--- src/rtl/fetch_align_buffer_pkg.sv ---
// Shared types for the fetch/align path: halfword type, fetch FSM states and the
// RVC length test that the pre-decode stage also uses.
package fetch_align_buffer_pkg;

  typedef logic [15:0] halfword_t;

  typedef enum logic [1:0] {
    F_IDLE = 2'd0,
    F_WAIT = 2'd1,
    F_DROP = 2'd2
  } fetch_state_t;

  function automatic logic is_compressed(input halfword_t hw);
    return hw[1:0] != 2'b11;
  endfunction

endpackage

--- src/rtl/fetch_align_buffer_if.sv ---
// Bundles the instruction-memory port, redirect input and pre-decode handshake
// of the fetch/align buffer.
interface fetch_align_buffer_if;

  logic        imem_req;
  logic [31:0] imem_addr;
  logic        imem_rvalid;
  logic [31:0] imem_rdata;
  logic        redirect;
  logic [31:0] redirect_pc;
  logic        id_ready;
  logic        inst_valid_o;
  logic [31:0] inst_o;
  logic [31:0] inst_pc_o;
  logic        inst_compressed_o;

  modport master (
    output imem_req, imem_addr, inst_valid_o, inst_o, inst_pc_o, inst_compressed_o,
    input  imem_rvalid, imem_rdata, redirect, redirect_pc, id_ready
  );

  modport slave (
    input  imem_req, imem_addr, inst_valid_o, inst_o, inst_pc_o, inst_compressed_o,
    output imem_rvalid, imem_rdata, redirect, redirect_pc, id_ready
  );

endinterface

--- src/rtl/fetch_align_buffer_hw_queue.sv ---
// Circular halfword FIFO: up to two halfwords in and two out per cycle, with flush.
// The two oldest entries are presented combinationally and read as zero when absent.
module fetch_align_buffer_hw_queue
  import fetch_align_buffer_pkg::*;
#(
  parameter int DEPTH = 4,
  localparam int PW = $clog2(DEPTH),
  localparam int CW = $clog2(DEPTH + 1)
) (
  input  logic                  clk,
  input  logic                  reset_n,
  input  logic                  flush,
  input  logic [1:0]            push_cnt,
  input  halfword_t [1:0]       push_data,
  input  logic [1:0]            pop_cnt,
  output halfword_t [1:0]       head,
  output logic [CW-1:0]         count
);

  halfword_t       mem [DEPTH];
  logic [PW-1:0]   wr_ptr_reg;
  logic [PW-1:0]   rd_ptr_reg;
  logic [CW-1:0]   count_reg;

  // DEPTH need not be a power of two, so pointers wrap explicitly.
  function automatic logic [PW-1:0] wrap_add(input logic [PW-1:0] p, input logic [1:0] k);
    int s;
    s = int'(p) + int'(k);
    if (s >= DEPTH) s = s - DEPTH;
    return PW'(s);
  endfunction

  always_ff @(posedge clk or negedge reset_n) begin
    if (!reset_n) begin
      wr_ptr_reg <= '0;
      rd_ptr_reg <= '0;
      count_reg  <= '0;
    end else if (flush) begin
      wr_ptr_reg <= '0;
      rd_ptr_reg <= '0;
      count_reg  <= '0;
    end else begin
      wr_ptr_reg <= wrap_add(wr_ptr_reg, push_cnt);
      rd_ptr_reg <= wrap_add(rd_ptr_reg, pop_cnt);
      count_reg  <= count_reg + CW'(push_cnt) - CW'(pop_cnt);
    end
  end

  always_ff @(posedge clk) begin
    if (!flush && push_cnt != 2'd0) mem[wr_ptr_reg] <= push_data[0];
    if (!flush && push_cnt == 2'd2) mem[wrap_add(wr_ptr_reg, 2'd1)] <= push_data[1];
  end

  for (genvar gi = 0; gi < 2; gi++) begin : g_head
    assign head[gi] = (count_reg > CW'(gi)) ? mem[wrap_add(rd_ptr_reg, 2'(gi))] : '0;
  end

  assign count = count_reg;

endmodule

--- src/rtl/fetch_align_buffer.sv ---
// Fetch/align buffer: fetches 32-bit words, splits them into halfwords and presents
// whole 16/32-bit instructions to pre-decode, with at most one fetch outstanding.
module fetch_align_buffer
  import fetch_align_buffer_pkg::*;
#(
  parameter logic [31:0] RESET_PC = 32'h0000_0000,
  parameter int          DEPTH_HW = 4
) (
  input  logic                  clk,
  input  logic                  reset_n,
  fetch_align_buffer_if.master  bus
);

  localparam int CW = $clog2(DEPTH_HW + 1);

  fetch_state_t    state_reg, state_next;
  logic [31:0]     fetch_pc_reg, fetch_pc_next;
  logic [31:0]     head_pc_reg, head_pc_next;
  logic            skip_low_reg, skip_low_next;

  logic [CW-1:0]   count;
  halfword_t [1:0] head;
  halfword_t [1:0] push_data;
  logic [1:0]      push_cnt;
  logic [1:0]      pop_cnt;
  logic            head_compressed;
  logic            inst_valid;
  logic            pop_fire;
  logic            issue;
  logic            rsp_keep;

  fetch_align_buffer_hw_queue #(.DEPTH(DEPTH_HW)) u_queue (
    .clk       (clk),
    .reset_n   (reset_n),
    .flush     (bus.redirect),
    .push_cnt  (push_cnt),
    .push_data (push_data),
    .pop_cnt   (pop_cnt),
    .head      (head),
    .count     (count)
  );

  // Issue only while a full word still fits, so the buffer can never overflow.
  always_comb begin
    head_compressed = is_compressed(head[0]);
    inst_valid      = (count >= CW'(1) && head_compressed) || count >= CW'(2);
    pop_fire        = inst_valid && bus.id_ready && !bus.redirect;
    pop_cnt         = pop_fire ? (head_compressed ? 2'd1 : 2'd2) : 2'd0;
    issue           = reset_n && state_reg == F_IDLE && count <= CW'(DEPTH_HW - 2) && !bus.redirect;
    rsp_keep        = state_reg == F_WAIT && bus.imem_rvalid && !bus.redirect;
    push_cnt        = rsp_keep ? (skip_low_reg ? 2'd1 : 2'd2) : 2'd0;
    push_data[0]    = skip_low_reg ? bus.imem_rdata[31:16] : bus.imem_rdata[15:0];
    push_data[1]    = bus.imem_rdata[31:16];
  end

  always_comb begin
    state_next = state_reg;
    if (bus.redirect) begin
      if (state_reg != F_IDLE) state_next = bus.imem_rvalid ? F_IDLE : F_DROP;
    end else begin
      case (state_reg)
        F_IDLE:         if (issue) state_next = F_WAIT;
        F_WAIT, F_DROP: if (bus.imem_rvalid) state_next = F_IDLE;
        default:        state_next = F_IDLE;
      endcase
    end
  end

  always_comb begin
    fetch_pc_next = fetch_pc_reg;
    head_pc_next  = head_pc_reg;
    skip_low_next = skip_low_reg;
    if (bus.redirect) begin
      fetch_pc_next = {bus.redirect_pc[31:2], 2'b00};
      head_pc_next  = {bus.redirect_pc[31:1], 1'b0};
      skip_low_next = bus.redirect_pc[1];
    end else begin
      if (issue)    fetch_pc_next = fetch_pc_reg + 32'd4;
      if (pop_fire) head_pc_next  = head_pc_reg + (head_compressed ? 32'd2 : 32'd4);
      if (rsp_keep) skip_low_next = 1'b0;
    end
  end

  always_ff @(posedge clk or negedge reset_n) begin
    if (!reset_n) begin
      state_reg    <= F_IDLE;
      fetch_pc_reg <= RESET_PC;
      head_pc_reg  <= RESET_PC;
      skip_low_reg <= 1'b0;
    end else begin
      state_reg    <= state_next;
      fetch_pc_reg <= fetch_pc_next;
      head_pc_reg  <= head_pc_next;
      skip_low_reg <= skip_low_next;
    end
  end

  assign bus.imem_req          = issue;
  assign bus.imem_addr         = fetch_pc_reg;
  assign bus.inst_valid_o      = inst_valid;
  assign bus.inst_o            = !inst_valid ? 32'h0 :
                                 head_compressed ? {16'h0, head[0]} : {head[1], head[0]};
  assign bus.inst_pc_o         = head_pc_reg;
  assign bus.inst_compressed_o = head_compressed;

endmodule

--- src/flat_wrapper.sv ---
// flat-port wrapper written by rule: the top's interface ports become plain ports
module fetch_align_buffer_flat import fetch_align_buffer_pkg::*;
#(
  parameter logic [31:0] RESET_PC = 32'h0000_0000,
  parameter int          DEPTH_HW = 4
)
  (clk, reset_n, bus_imem_req, bus_imem_addr, bus_inst_valid_o, bus_inst_o, bus_inst_pc_o, bus_inst_compressed_o, bus_imem_rvalid, bus_imem_rdata, bus_redirect, bus_redirect_pc, bus_id_ready);
  fetch_align_buffer_if bus_i ();
  input  logic clk;
  input  logic reset_n;
  output wire logic [$bits(bus_i.imem_req)-1:0] bus_imem_req;
  output wire logic [$bits(bus_i.imem_addr)-1:0] bus_imem_addr;
  output wire logic [$bits(bus_i.inst_valid_o)-1:0] bus_inst_valid_o;
  output wire logic [$bits(bus_i.inst_o)-1:0] bus_inst_o;
  output wire logic [$bits(bus_i.inst_pc_o)-1:0] bus_inst_pc_o;
  output wire logic [$bits(bus_i.inst_compressed_o)-1:0] bus_inst_compressed_o;
  input wire logic [$bits(bus_i.imem_rvalid)-1:0] bus_imem_rvalid;
  input wire logic [$bits(bus_i.imem_rdata)-1:0] bus_imem_rdata;
  input wire logic [$bits(bus_i.redirect)-1:0] bus_redirect;
  input wire logic [$bits(bus_i.redirect_pc)-1:0] bus_redirect_pc;
  input wire logic [$bits(bus_i.id_ready)-1:0] bus_id_ready;
  assign bus_imem_req = bus_i.imem_req;
  assign bus_imem_addr = bus_i.imem_addr;
  assign bus_inst_valid_o = bus_i.inst_valid_o;
  assign bus_inst_o = bus_i.inst_o;
  assign bus_inst_pc_o = bus_i.inst_pc_o;
  assign bus_inst_compressed_o = bus_i.inst_compressed_o;
  assign bus_i.imem_rvalid = bus_imem_rvalid;
  assign bus_i.imem_rdata = bus_imem_rdata;
  assign bus_i.redirect = bus_redirect;
  assign bus_i.redirect_pc = bus_redirect_pc;
  assign bus_i.id_ready = bus_id_ready;
  fetch_align_buffer #(.RESET_PC(RESET_PC), .DEPTH_HW(DEPTH_HW)) u_core (.clk(clk), .reset_n(reset_n), .bus(bus_i));
endmodule
--- config.mk ---
export PLATFORM = sky130hd
export DESIGN_NAME = fetch_align_buffer_flat
export DESIGN_NICKNAME = d
export VERILOG_FILES = /design/src/rtl/fetch_align_buffer_pkg.sv /design/src/rtl/fetch_align_buffer_if.sv /design/src/rtl/fetch_align_buffer_hw_queue.sv /design/src/rtl/fetch_align_buffer.sv /design/src/flat_wrapper.sv
export SDC_FILE = /design/constraint.sdc
export NUM_CORES = 1
export LEC_CHECK = 0
export ABC_CLOCK_PERIOD_IN_PS = 3800
export BUFFER_PORTS_ARGS = -buffer_cell sky130_fd_sc_hd__clkbuf_2
export CAP_MARGIN = 30
export CORE_MARGIN = 4
export CORE_UTILIZATION = 49
export CTS_CLUSTER_SIZE = 24
export DETAILED_ROUTE_END_ITERATION = 8
export PLACE_DENSITY_LB_ADDON = 0.05
export SETUP_SLACK_MARGIN = 0.02
export SYNTH_ARGS = -nofsm -noshare
export SYNTH_HDL_FRONTEND = slang
export SYNTH_SLANG_ARGS = --single-unit
--- constraint.sdc ---
create_clock -name clk -period 3.8 [get_ports clk]
set_input_delay 0.57 -clock clk [delete_from_list [all_inputs] [get_ports clk]]
set_output_delay 0.57 -clock clk [all_outputs]
set_load 0.02 [all_outputs]
Yosys cells after proc, flatten, opt, wreduce, memory -nomap -nowiden
Memories as Yosys holds them, arrays and structs flattened. Index checks and enable logic that the tools add are counted.

Flip-flop bits (word level): 74. Bits in writable memories: 64. Input bits: 69. Word-level logic and storage cells: 93. Memories kept: 1.

$add $sub $neg: 13. Order comparisons: 10. Eq/ne operators: 7. Mux-type cells: 35. Reduce and logical (&&, ||, !) cells: 20.

Memories: u_core.u_queue.mem (words 4, width 16, rd ports 2, clocked after memory_dff 0, write ports 2, RTL line fetch_align_buffer_hw_queue.sv:20) `halfword_t mem [DEPTH];`.

Operators with widths (number): 2-to-1 mux 32 bit (6); 2-to-1 mux 16 bit (3); 2-to-1 mux 2 bit (17); adder 32 x 3 -> 32 bit, second input constant (1); adder 32 bit (1); greater-or-equal comparator 3 bit, second input constant (4); logical AND 1 bit (10); nonzero test 2 bit (5); subtractor 2 x 1 -> 2 bit, second input constant (5); adder 2 x 1 -> 3 bit, second input constant (2); adder 2 x 2 -> 3 bit (2); greater-than comparator 3 x 1 -> 1 bit, second input constant (2); 2-to-1 mux 1 bit (6); 2-to-1 mux 3 bit (2); inequality test 3 bit, second input constant (2); == test 2 bit, second input constant (2); one-hot mux 2 bit (2 select lines) (1); adder 3 x 2 -> 3 bit (1); greater-or-equal comparator 2 x 3 -> 1 bit, second input constant (1); greater-or-equal comparator 3 x 1 -> 1 bit, second input constant (1); greater-or-equal comparator 3 x 2 -> 1 bit, second input constant (1); <= comparator 3 x 2 -> 1 bit, second input constant (1); AND reduction 3 bit (1); subtractor 3 x 2 -> 3 bit (1); 7 further kinds (7).

Depth between registers and ports, before layout
Gate-level depths: netlist (run 1). An unclocked memory read counts as a cell.

Depth in word-level cells: 14. Depth in mapped cells: 13. Depth with buffers taken out: 13.

By module
Synthesis (run 1) repeated with hierarchy kept, for this count alone.

Cells, all modules: 743. Area, all modules: 8540.7 sq um.

Modules (own cells, without submodules): fetch_align_buffer (instances 1, cells an instance 482, area an instance 4364.2 sq um, sequential area each 1601.5 sq um); fetch_align_buffer_hw_queue (instances 1, cells an instance 261, area an instance 4176.5 sq um, sequential area each 2097.0 sq um).

Worst setup path after synthesis (run 1)
No wires, ideal clock.

Path type: register -> register. Start point: register u_core.u_queue.rd_ptr_reg[1]. End point: register u_core.head_pc_reg[28], in the netlist u_core.bus.inst_pc_o[28]. Library setup time: 82 ps. Data arrival time: 3103 ps. Required time: 3718 ps. Slack: 615 ps. Stages on the path, launching flop included: 12. Buffers on the path: 1. Cells stage by stage: dfrtp_1 -> buf_6 -> mux4_2 -> and2_1 -> o21a_1 -> inv_1 -> ha_1 -> a21oi_1 -> nor4b_2 -> nor2_4 -> or4_1 -> a31oi_1.

Word-level cells in the longest chain between the ends: 10. Elaborated cells on any way between the ends: 15. Those cells by class: add/sub: 2; order compare: 1; eq/ne: 1; mux: 5; reduce/logical: 5; memory: 1.

Ends and longest elaborated chain: from (decl) (RTL line fetch_align_buffer_hw_queue.sv:22) `logic [PW-1:0] rd_ptr_reg;`; from (signal assigned) (RTL line fetch_align_buffer_hw_queue.sv:44) `rd_ptr_reg <= wrap_add(rd_ptr_reg, pop_cnt);`; greater-or-equal comparator 2 x 3 -> 1 bit or subtractor 2 x 1 -> 2 bit (tied branches) (RTL line fetch_align_buffer_hw_queue.sv:29) `if (s >= DEPTH) s = s - DEPTH;`; 2-to-1 mux 2 bit * (RTL line fetch_align_buffer_hw_queue.sv:29); memory (4 x 16 bit) *; 2-to-1 mux 16 bit * (RTL line fetch_align_buffer_hw_queue.sv:55) `assign head[gi] = (count_reg > CW'(gi)) ? mem[wrap_add(rd_ptr_reg, 2'(gi))] : '0;`; inequality test 2 bit * (RTL line fetch_align_buffer_pkg.sv:14) `return hw[1:0] != 2'b11;`; net bus_inst_compressed_o (RTL line flat_wrapper.sv:16) `output wire logic [$bits(bus_i.inst_compressed_o)-1:0] bus_inst_compressed_o;`; branches (longest 5 deep; another with adder 32 bit); to (signal assigned) (RTL line fetch_align_buffer.sv:93) `head_pc_reg <= head_pc_next;`; to (decl) (RTL line fetch_align_buffer.sv:18) `logic [31:0] head_pc_reg, head_pc_next;`.

Mark *: on every way through the listed nets, which the timed path passes. The select of a mux whose other input is x is not followed. A chain may end at the register's enable or synchronous reset.

Worst setup path after layout (run 1)
Start point: register u_core.u_queue.rd_ptr_reg[1]. End point: register u_core.head_pc_reg[28], in the netlist u_core.bus.inst_pc_o[28].

Word-level cells in the longest chain between the ends: 10. Elaborated cells on any way between the ends: 15. Those cells by class: add/sub: 2; order compare: 1; eq/ne: 1; mux: 5; reduce/logical: 5; memory: 1.

Ends and longest elaborated chain (RTL line): greater-or-equal comparator 2 x 3 -> 1 bit or subtractor 2 x 1 -> 2 bit (tied branches) (fetch_align_buffer_hw_queue.sv:29); 2-to-1 mux 2 bit * (fetch_align_buffer_hw_queue.sv:29); memory (4 x 16 bit) *; 2-to-1 mux 16 bit * (fetch_align_buffer_hw_queue.sv:55); inequality test 2 bit * (fetch_align_buffer_pkg.sv:14); branches (longest 5 deep; another with adder 32 bit).

Mark *: on every way between the ends. The select of a mux whose other input is x is not followed.

==> flow_metrics.py, run 1 <==
metrics = {
    "power_and_ir_drop": {
        "powerDensity_nw_per_um2": 522,
        "power.switching_mw": 1.67,
        "power_frac_comb_pct": 29.7,
        "power.internal_mw": 3.47,
        "switching_share_pct": 32.6,
        "ir_drop_uv": 346,
        "pwr-share-seq_pct": 35.6,
        "p_leak_nw": 3.93,
        "power.share.clock_pct": 34.7,
    },
    "routing": {
        "num_vias": 6266,
        "ant_nets": 0,
        "avgViaCountPerCell": 5.79,
        "totalWireLength_mm": 21.7,
        "drt-initial-drc-count": 292,
        "drc": 0,
        "drt_first_pass_iters": 5,
        "wl_per_cell_um": 20.0,
    },
    "synth": {
        "ys_async_sr_fraction_pct": 52.6,
        "synth_flop_cell": "dfrtp_1",
        "syn_area_um2": 8080,
        "avgSynthCellArea_um2": 11.7,
        "synth_common_cells": "mux2_2, dfrtp_1, edfxtp_1, nor2b_1, nor2_1",
        "synth_top_cell_by_area": "edfxtp_1",
        "postSynthCellCount": 688,
        "synth_top_area_share_pct": 23.8,
        "synth_most_common_cell": "mux2_2",
        "synth-edff-count": 64,
        "synthTopCellsByArea": "edfxtp_1, dfrtp_1, mux2_2",
        "yosys_warnings": 0,
        "ys_seq_elements": 135,
        "yosysUniqueCellTypes": 55,
        "ys_seq_area_share_pct": 45.8,
    },
    "cells_and_area": {
        "largest_register_ffs": 64,
        "drive_gt1_share_pct": 39.2,
        "syn2layout_area_growth_pct": 22.1,
        "antenna_cells": 0,
        "fillers": 1382,
        "largest-register": "u_core.u_queue.mem",
        "nNetsFinal": 935,
    },
    "flow_run": {
        "cap_violations": 0,
    },
    "floorplanning": {
        "rows": 46,
        "start_util_pct": 50.5,
        "core-area_um2": 16000,
        "die-area_um2": 18600,
        "die_h_um": 136,
        "pin_count": 168,
        "die_x_um": 136,
    },
    "setup_path": {
        "critPathMaxFanout": 9,
        "required_ns": 4.14,
        "end_kind": "flop",
        "r2r_start": "u_core.u_queue.rd_ptr_reg[1]",
        "critical_path_class": "flop to flop",
        "r2r-end": "u_core.bus.inst_pc_o[28]",
        "cp.arrival_ns": 3.64,
        "setup.worst_path.start_class": "flop",
        "regToRegSetupSlack_ns": 0.50,
        "reg2reg_depth": 10,
    },
    "clock_network": {
        "post_cts_resized": 0,
        "htreeDepth": 4,
        "cts_max_path_buffers": 2,
        "clkTransAtPathRegs_ns": 0.06,
        "clock_latency_ns": 0.42,
        "cts_num_sinks": 135,
        "cts_tree": "built",
        "hold_buffers": 0,
        "clockRootBuffer": "clkbuf_16",
        "post_cts_buffers": 0,
        "cts_buffers": 17,
    },
    "timing": {
        "setup_violations": 0,
        "drv_slew": 0,
        "skew_ns": 0.00930,
        "max_freq_mhz": 303,
        "worst_pin_slew_ns": 0.821,
        "whs_ns": 0.102,
        "rsz0062_at_grt": "false",
        "period_needed_ns": 3.30,
        "max_slew_margin_pct": 45.3,
        "finalHoldViolCount": 0,
        "period_share_pct": 86.8,
        "finalSetupTns_ns": 0,
    },
    "global_route": {
        "grt_pass1_vias": 6437,
        "grt_max_degree": 72,
        "grt_use_total_pct": 24.0,
        "grt_pass1_wl_mm": 34.2,
        "gr-total-overflow": 0,
        "antenna_found_initial": 0,
    },
    "place": {
        "place.gp.congestion": 0.792,
        "numPortBuffers": 163,
        "dp.final_hpwl_mm": 15.1,
    },
    "status": {
        "outcome": "finished clean",
    },
    "worst_hold_path": {
        "min_path_type": "input pin to async pin",
    },
}
## stage by stage
| step | setup slack [ns] | util, % | area (um^2) | total power [mW] | cells |
|---|---|---|---|---|---|
| final | 0.501 | 61.6 | 9860 | 5.14 | 1083 |
| after floorplan | 0.615 | - | 8080 | 2.87 | 690 |
| after global routing | 0.255 | 61.6 | 9860 | 5.40 | 1083 |
| after CTS | 0.472 | 61.4 | 9830 | 5.19 | 1082 |
| after detailed placement | 0.506 | 57.5 | 9200 | 3.39 | 1050 |
| after global placement | 0.203 | 57.2 | 9160 | 3.34 | 1047 |
## routing by layer
| layer | part of all wire [%] | vias up | wire length, um | track usage (%) |
|---|---|---|---|---|
| li1 | - | 2907 | - | - |
| met1 | 41 | 3110 | 8950 | 30.2 |
| met2 | 51 | 221 | 11100 | 41.2 |
| met3 | 6.2 | 28 | 1350 | 5.44 |
| met4 | 1.5 | 0 | 331 | 7.67 |
| met5 | 0 | - | 0 | 0 |
## power by group through the flow
| stage | sequential [mW] | combinational [mW] | clock [mW] |
|---|---|---|---|
| after global routing | 1.85 | 1.68 | 1.87 |
| after detailed placement | 1.86 | 1.53 | 0 |
| after CTS | 1.83 | 1.55 | 1.81 |
| after floorplan | 1.91 | 0.954 | 0 |
| after global placement | 1.85 | 1.50 | 0 |
| final | 1.83 | 1.53 | 1.79 |
## layout by cell type (no fill, tap or decap), types with 4 or more instances in the layout
master / Yosys / layout
xnor2_1: 29 / 29
a31oi_1: 5 / 4
xor2_1: 11 / 11
edfxtp_1: 64 / 64
a211oi_1: 6 / 6
clkinv_2: 0 / 4
clkbuf_16: 0 / 17
dfrtp_1: 71 / 70
nand3_1: 19 / 19
and2_1: 4 / 4
and3_1: 13 / 13
bufinv_16: 0 / 5
nor2b_1: 37 / 37
nor2_1: 34 / 31
o21ai_0: 11 / 11
o31a_1: 15 / 15
clkbuf_2: 0 / 162
nand4_1: 14 / 14
mux2i_1: 4 / 4
a21oi_1: 8 / 8
o21a_1: 11 / 11
nand2_1: 32 / 32
buf_4: 3 / 19
nand2b_1: 17 / 17
ha_1: 9 / 9
or3_1: 5 / 5
inv_1: 25 / 25
mux2_2: 80 / 80
o211ai_1: 5 / 5
mux4_2: 32 / 32
nor4_1: 10 / 10
nor3_1: 30 / 29
a21boi_0: 13 / 13
## cell type report
type	count	area (um^2)	share of cell area (%)
clock buffer	17	425	4.31
sequential	135	3700	37.5
multi-input combinational	490	4150	42.0
inverter	25	93.8	0.952
timing repair buffer	185	1020	10.3
tap	216	270	2.74
clock inverter	15	209	2.12
## critical path, cell delays in order (launching register included)
cell and delay, ns:
dfrtp_2 0.41, mux4_2 0.61, and2_1 0.20, o21a_1 0.13, inv_1 0.12, ha_1 0.18
a21oi_1 0.15, a2111oi_4 0.67, nor2_4 0.15, or4_1 0.44, a31oi_1 0.17
## kinds of logic (layout without fill, tap and decap cells)
family	count (synthesis)	after routing	share of synthesized area, %
compound gates	93	93	8.71
xor+xnor	40	40	4.34
fa+ha+maj	12	12	2.14
buf+inv	65	242	3.25
flops	135	135	45.8
mux	116	116	20.6
other cells	1	3	0.0464
simple gates	226	226	15.2
## worst max-delay path by stage
stage,slack (ns),cells past startpoint,start,endpoint
floorplan,0.61,11,u_core.u_queue.rd_ptr_reg[1],u_core.bus.inst_pc_o[28]
global placement,0.20,10,u_core.u_queue.rd_ptr_reg[1],u_core.bus.inst_pc_o[28]
detailed placement,0.51,10,u_core.u_queue.rd_ptr_reg[1],u_core.bus.inst_pc_o[28]
CTS,0.47,10,u_core.u_queue.rd_ptr_reg[1],u_core.bus.inst_pc_o[28]
global route,0.26,10,u_core.u_queue.rd_ptr_reg[1],u_core.bus.inst_pc_o[28]
finish,0.50,10,u_core.u_queue.rd_ptr_reg[1],u_core.bus.inst_pc_o[28]
No activity file was read; power rests on OpenSTA's default activity.
==> run 2: changes to the inputs <==
--- a/config.mk
+++ b/config.mk
@@ -9,7 +9,7 @@
 export BUFFER_PORTS_ARGS = -buffer_cell sky130_fd_sc_hd__clkbuf_2
 export CAP_MARGIN = 30
 export CORE_MARGIN = 4
-export CORE_UTILIZATION = 49
+export CORE_UTILIZATION = 50
 export CTS_CLUSTER_SIZE = 24
 export DETAILED_ROUTE_END_ITERATION = 8
 export PLACE_DENSITY_LB_ADDON = 0.05
==> flow_metrics.py, run 2 (synthesized netlist as in run 1, its figures left out) <==
metrics = {
    "status": {
        "outcome": "finished clean",
    },
    "floorplanning": {
        "core-area_um2": 15800,
        "start_util_pct": 51.0,
        "die_x_um": 135,
        "pin_count": 168,
        "rows": 46,
        "die_h_um": 135,
        "die-area_um2": 18300,
    },
    "clock_network": {
        "clock_latency_ns": 0.41,
        "cts_tree": "built",
        "clkTransAtPathRegs_ns": 0.06,
        "cts_num_sinks": 135,
        "cts_max_path_buffers": 2,
        "htreeDepth": 4,
        "clockRootBuffer": "clkbuf_16",
        "post_cts_resized": 0,
        "hold_buffers": 0,
        "post_cts_buffers": 0,
        "cts_buffers": 17,
    },
    "routing": {
        "drt_first_pass_iters": 5,
        "num_vias": 6293,
        "drc": 0,
        "ant_nets": 0,
        "wl_per_cell_um": 19.9,
        "totalWireLength_mm": 21.6,
        "drt-initial-drc-count": 397,
        "avgViaCountPerCell": 5.79,
    },
    "cells_and_area": {
        "largest_register_ffs": 64,
        "largest-register": "u_core.u_queue.mem",
        "layout_commonest_cell": "clkbuf_2",
        "drive_gt1_share_pct": 39.4,
        "nNetsFinal": 938,
        "antenna_cells": 0,
        "final_cell_mix": "clkbuf_2, mux2_2, dfrtp_1, edfxtp_1, nor2b_1",
        "stdcell_area_um2": 9860,
        "fin_cells": 1086,
        "regArea_um2": 3700,
        "fillers": 1333,
        "fin_util_pct": 62.3,
        "multi_input_area_um2": 4150,
        "syn2layout_area_growth_pct": 22.0,
    },
    "place": {
        "placed_area_um2": 9220,
        "place.gp.congestion": 0.813,
        "numPortBuffers": 163,
        "dp.cells": 1051,
        "pre_cts_ws_ns": 0.572,
        "dp.final_hpwl_mm": 15.1,
    },
    "global_route": {
        "grt_use_total_pct": 24.2,
        "grt_max_degree": 72,
        "grt_pass1_wl_mm": 34.2,
        "grt_pass1_vias": 6448,
        "gr-total-overflow": 0,
        "antenna_found_initial": 0,
    },
    "timing": {
        "whs_ns": 0.0961,
        "period_share_pct": 84.2,
        "period_needed_ns": 3.20,
        "max_freq_mhz": 313,
        "max_slew_margin_pct": 33.8,
        "skew_ns": 0.00811,
        "fin_ws_ns": 0.602,
        "finalSetupTns_ns": 0,
        "drv_slew": 0,
        "rsz0062_at_grt": "false",
        "setup_violations": 0,
        "finalHoldViolCount": 0,
        "worst_pin_slew_ns": 0.993,
    },
    "power_and_ir_drop": {
        "powerDensity_nw_per_um2": 506,
        "ir_drop_uv": 331,
        "p_leak_nw": 3.93,
        "p_total_mw": 4.99,
    },
    "worst_hold_path": {
        "min_path_type": "input pin to async pin",
    },
    "setup_path": {
        "cp.arrival_ns": 3.50,
        "critPathMaxFanout": 26,
        "critical_path_class": "flop to flop",
        "setup.worst_path.start_class": "flop",
        "required_ns": 4.10,
        "end_kind": "flop",
    },
    "flow_run": {
        "cap_violations": 0,
    },
}
run 2: cell types whose count changed in the layout (fill, tap and decap cells not counted), sizes merged:
cell,change
clkbuf,+9
inv,+2
clkinvlp,-1
buf,+3
bufinv,-4
clkinv,-6
run 2: cell type report:
cell class | count | area share (%)
inverter | 25 | 0.952
tap | 216 | 2.74
clock buffer | 26 | 5.28
sequential | 135 | 37.5
multi-input combinational | 490 | 42.1
timing repair buffer | 188 | 10.7
clock inverter | 6 | 0.635
run 2: worst paths after layout:
kind	from	endpoint	slack, ns	cells after the start
max	u_core.u_queue.rd_ptr_reg[1]	u_core.bus.inst_pc_o[17]	0.60	12
min	reset_n	u_core.bus.imem_addr[5]	0.1	2
max reg2reg	u_core.u_queue.rd_ptr_reg[1]	u_core.bus.inst_pc_o[17]	0.60	12
min reg2reg	u_core.state_reg[1]	u_core.state_reg[1]	0.54	2
max in group asynchronous	reset_n	u_core.u_queue.rd_ptr_reg[1]	3.14	3
min in group clk	bus_redirect_pc[1]	u_core.bus.inst_pc_o[1]	0.40	3
run 2: layer usage:
| metal | track usage, % | vias up | wire [um] |
|---|---|---|---|
| met5 | 0 | - | 0 |
| met4 | 7.33 | 0 | 384 |
| met3 | 5.18 | 28 | 1290 |
| met2 | 42.3 | 209 | 11100 |
| met1 | 30.1 | 3148 | 8780 |
| li1 | - | 2908 | - |
run 2: critical path: stages (launching register included):
cell and delay [ns]:
dfrtp_2 0.41, mux4_2 0.60, and2_1 0.19, o21a_1 0.12, inv_1 0.12, ha_1 0.19, inv_1 0.06, fa_1 0.36
inv_1 0.11, o2111ai_2 0.12, buf_4 0.24, o31a_1 0.31, o31a_1 0.24
run 2: where the power goes:
group | internal, mW | total [mW] | switching, mW
clock | 1.01 | 1.61 | 0.604
combinational | 0.652 | 1.54 | 0.891
sequential | 1.68 | 1.83 | 0.154
==> run 3: changes to the inputs <==
--- a/config.mk
+++ b/config.mk
@@ -5,7 +5,7 @@
 export SDC_FILE = /design/constraint.sdc
 export NUM_CORES = 1
 export LEC_CHECK = 0
-export ABC_CLOCK_PERIOD_IN_PS = 3800
+export ABC_CLOCK_PERIOD_IN_PS = 2900
 export BUFFER_PORTS_ARGS = -buffer_cell sky130_fd_sc_hd__clkbuf_2
 export CAP_MARGIN = 30
 export CORE_MARGIN = 4
==> constraint.sdc (replaced) <==
create_clock -name clk -period 2.9 [get_ports clk]
set_input_delay 0.435 -clock clk [delete_from_list [all_inputs] [get_ports clk]]
set_output_delay 0.435 -clock clk [all_outputs]
set_load 0.02 [all_outputs]
==> flow_metrics.py, run 3 (synthesized netlist as in run 1, its figures left out) <==
metrics = {
    "status": {
        "outcome": "finished with violations",
        "failed_checks": "negative setup slack",
    },
    "cells_and_area": {
        "largest_register_ffs": 64,
        "antenna_cells": 0,
        "final_cell_mix": "clkbuf_2, mux2_2, dfrtp_1, edfxtp_1, buf_4",
        "layout_commonest_cell": "clkbuf_2",
        "drive_gt1_share_pct": 42.9,
        "largest-register": "u_core.u_queue.mem",
        "fin_util_pct": 64.2,
        "nNetsFinal": 952,
        "syn2layout_area_growth_pct": 25.9,
    },
    "timing": {
        "fin_ws_ns": -0.0357,
        "setup_violations": 5,
        "drv_slew": 0,
        "rsz0062_at_grt": "true",
        "finalSetupTns_ns": -0.0883,
        "max_slew_margin_pct": 38.1,
        "whs_ns": 0.259,
        "worst_pin_slew_ns": 0.928,
        "skew_ns": 0.00727,
        "finalHoldViolCount": 0,
        "period_needed_ns": 2.94,
        "period_share_pct": 101,
        "max_freq_mhz": 341,
    },
    "routing": {
        "ant_nets": 0,
        "num_vias": 6420,
        "drc": 0,
        "avgViaCountPerCell": 5.84,
        "wl_per_cell_um": 19.7,
        "drt-initial-drc-count": 501,
        "totalWireLength_mm": 21.7,
        "drt_first_pass_iters": 5,
    },
    "clock_network": {
        "cts_buffers": 17,
        "clockRootBuffer": "clkbuf_16",
        "clock_latency_ns": 0.42,
        "cts_tree": "built",
        "cts_num_sinks": 135,
        "htreeDepth": 4,
        "cts_max_path_buffers": 2,
        "clkTransAtPathRegs_ns": 0.06,
    },
    "setup_path": {
        "required_ns": 3.24,
        "critical_path_class": "flop to flop",
        "cp.arrival_ns": 3.28,
        "setup.worst_path.start_class": "flop",
        "critPathMaxFanout": 23,
        "end_kind": "flop",
    },
    "global_route": {
        "grt_pass1_vias": 6501,
        "grt_use_total_pct": 23.9,
        "antenna_found_initial": 0,
        "grt_pass1_wl_mm": 33.9,
        "gr-total-overflow": 0,
        "grt_max_degree": 71,
    },
    "power_and_ir_drop": {
        "powerDensity_nw_per_um2": 663,
        "p_total_mw": 6.74,
        "ir_drop_uv": 449,
        "p_leak_nw": 4.04,
    },
    "floorplanning": {
        "pin_count": 168,
        "die_x_um": 135,
        "die-area_um2": 18300,
        "start_util_pct": 51.0,
        "rows": 46,
        "core-area_um2": 15800,
        "die_h_um": 135,
    },
    "flow_run": {
        "cap_violations": 0,
    },
    "worst_hold_path": {
        "min_path_type": "input pin to flop",
    },
    "place": {
        "numPortBuffers": 163,
        "dp.final_hpwl_mm": 15.2,
        "place.gp.congestion": 0.836,
    },
}
run 3: changes by cell type in the layout (fill, tap and decap cells not counted), moves of 5 or more:
cell / previous run / this run
buf_4: 21 / 45
clkinv_2: 1 / 6
nor2b_2: 0 / 5
nor2b_1: 37 / 31
clkbuf_2: 162 / 146
run 3: cell type report:
class | count | area (um^2)
Clock buffer | 21 | 440
Clock inverter | 11 | 131
Fill cell | 1222 | 5660
Inverter | 25 | 96.3
Multi-Input combinational cell | 490 | 4320
Sequential cell | 135 | 3700
Tap cell | 216 | 270
Timing Repair Buffer | 202 | 1210
run 3: what timing repair did:
item,CTS,global route
setup endpoints to repair,36,41
pin swaps,1,15
endpoints found under the hold margin,1,0
hold buffers,1,0
setup buffers,2,2
resized for setup,10,46
run 3: power by group:
group,internal [mW],total (mW),switching [mW]
logic,0.984,2.20,1.21
clock network,1.34,2.13,0.793
registers,2.20,2.41,0.210
total,4.52,6.74,2.21
run 3: final timing paths:
| path | from | endpoint | slack, ns | cells after the start |
|---|---|---|---|---|
| hold / removal | bus_redirect_pc[4] | u_core.bus.inst_pc_o[4] | 0.26 | 2 |
| setup / recovery | u_core.u_queue.rd_ptr_reg[1] | u_core.bus.inst_pc_o[11] | -0.04 | 12 |
| hold reg to reg | u_core.state_reg[1] | u_core.state_reg[1] | 0.55 | 2 |
| max in group asynchronous | reset_n | u_core.u_queue.rd_ptr_reg[1] | 1.37 | 3 |
| setup reg to reg | u_core.u_queue.rd_ptr_reg[1] | u_core.bus.inst_pc_o[11] | -0.04 | 12 |
| min in group asynchronous | reset_n | u_core.u_queue.count[2] | 0.37 | 2 |
run 3: per-layer routing:
layer / wire length (um) / global-route usage, % / vias up
li1: - / - / 2944
met1: 9700 / 33.4 / 3199
met2: 10400 / 37.9 / 243
met3: 1220 / 4.21 / 34
met4: 388 / 8.23 / 0
met5: 0 / 0 / -
run 3: stage by stage:
stage / setup slack (ns) / instances / cell area, um^2
global route: -0.126 / 1100 / 10200
detailed placement: -0.0557 / 1063 / 9400
global placement: -0.0239 / 1063 / 9400
CTS: -0.0268 / 1098 / 10000
floorplan: -0.0320 / 690 / 8170
finish: -0.0357 / 1100 / 10200
run 3: critical path: stages (launching register included):
cell       delay (ns)
dfrtp_2          0.41
mux4_2           0.59
and2_4           0.17
o21a_4           0.13
inv_4            0.06
ha_4             0.14
inv_2            0.04
fa_2             0.35
inv_2            0.09
o2111ai_4        0.13
buf_12           0.19
or3_1            0.36
a31oi_1          0.17
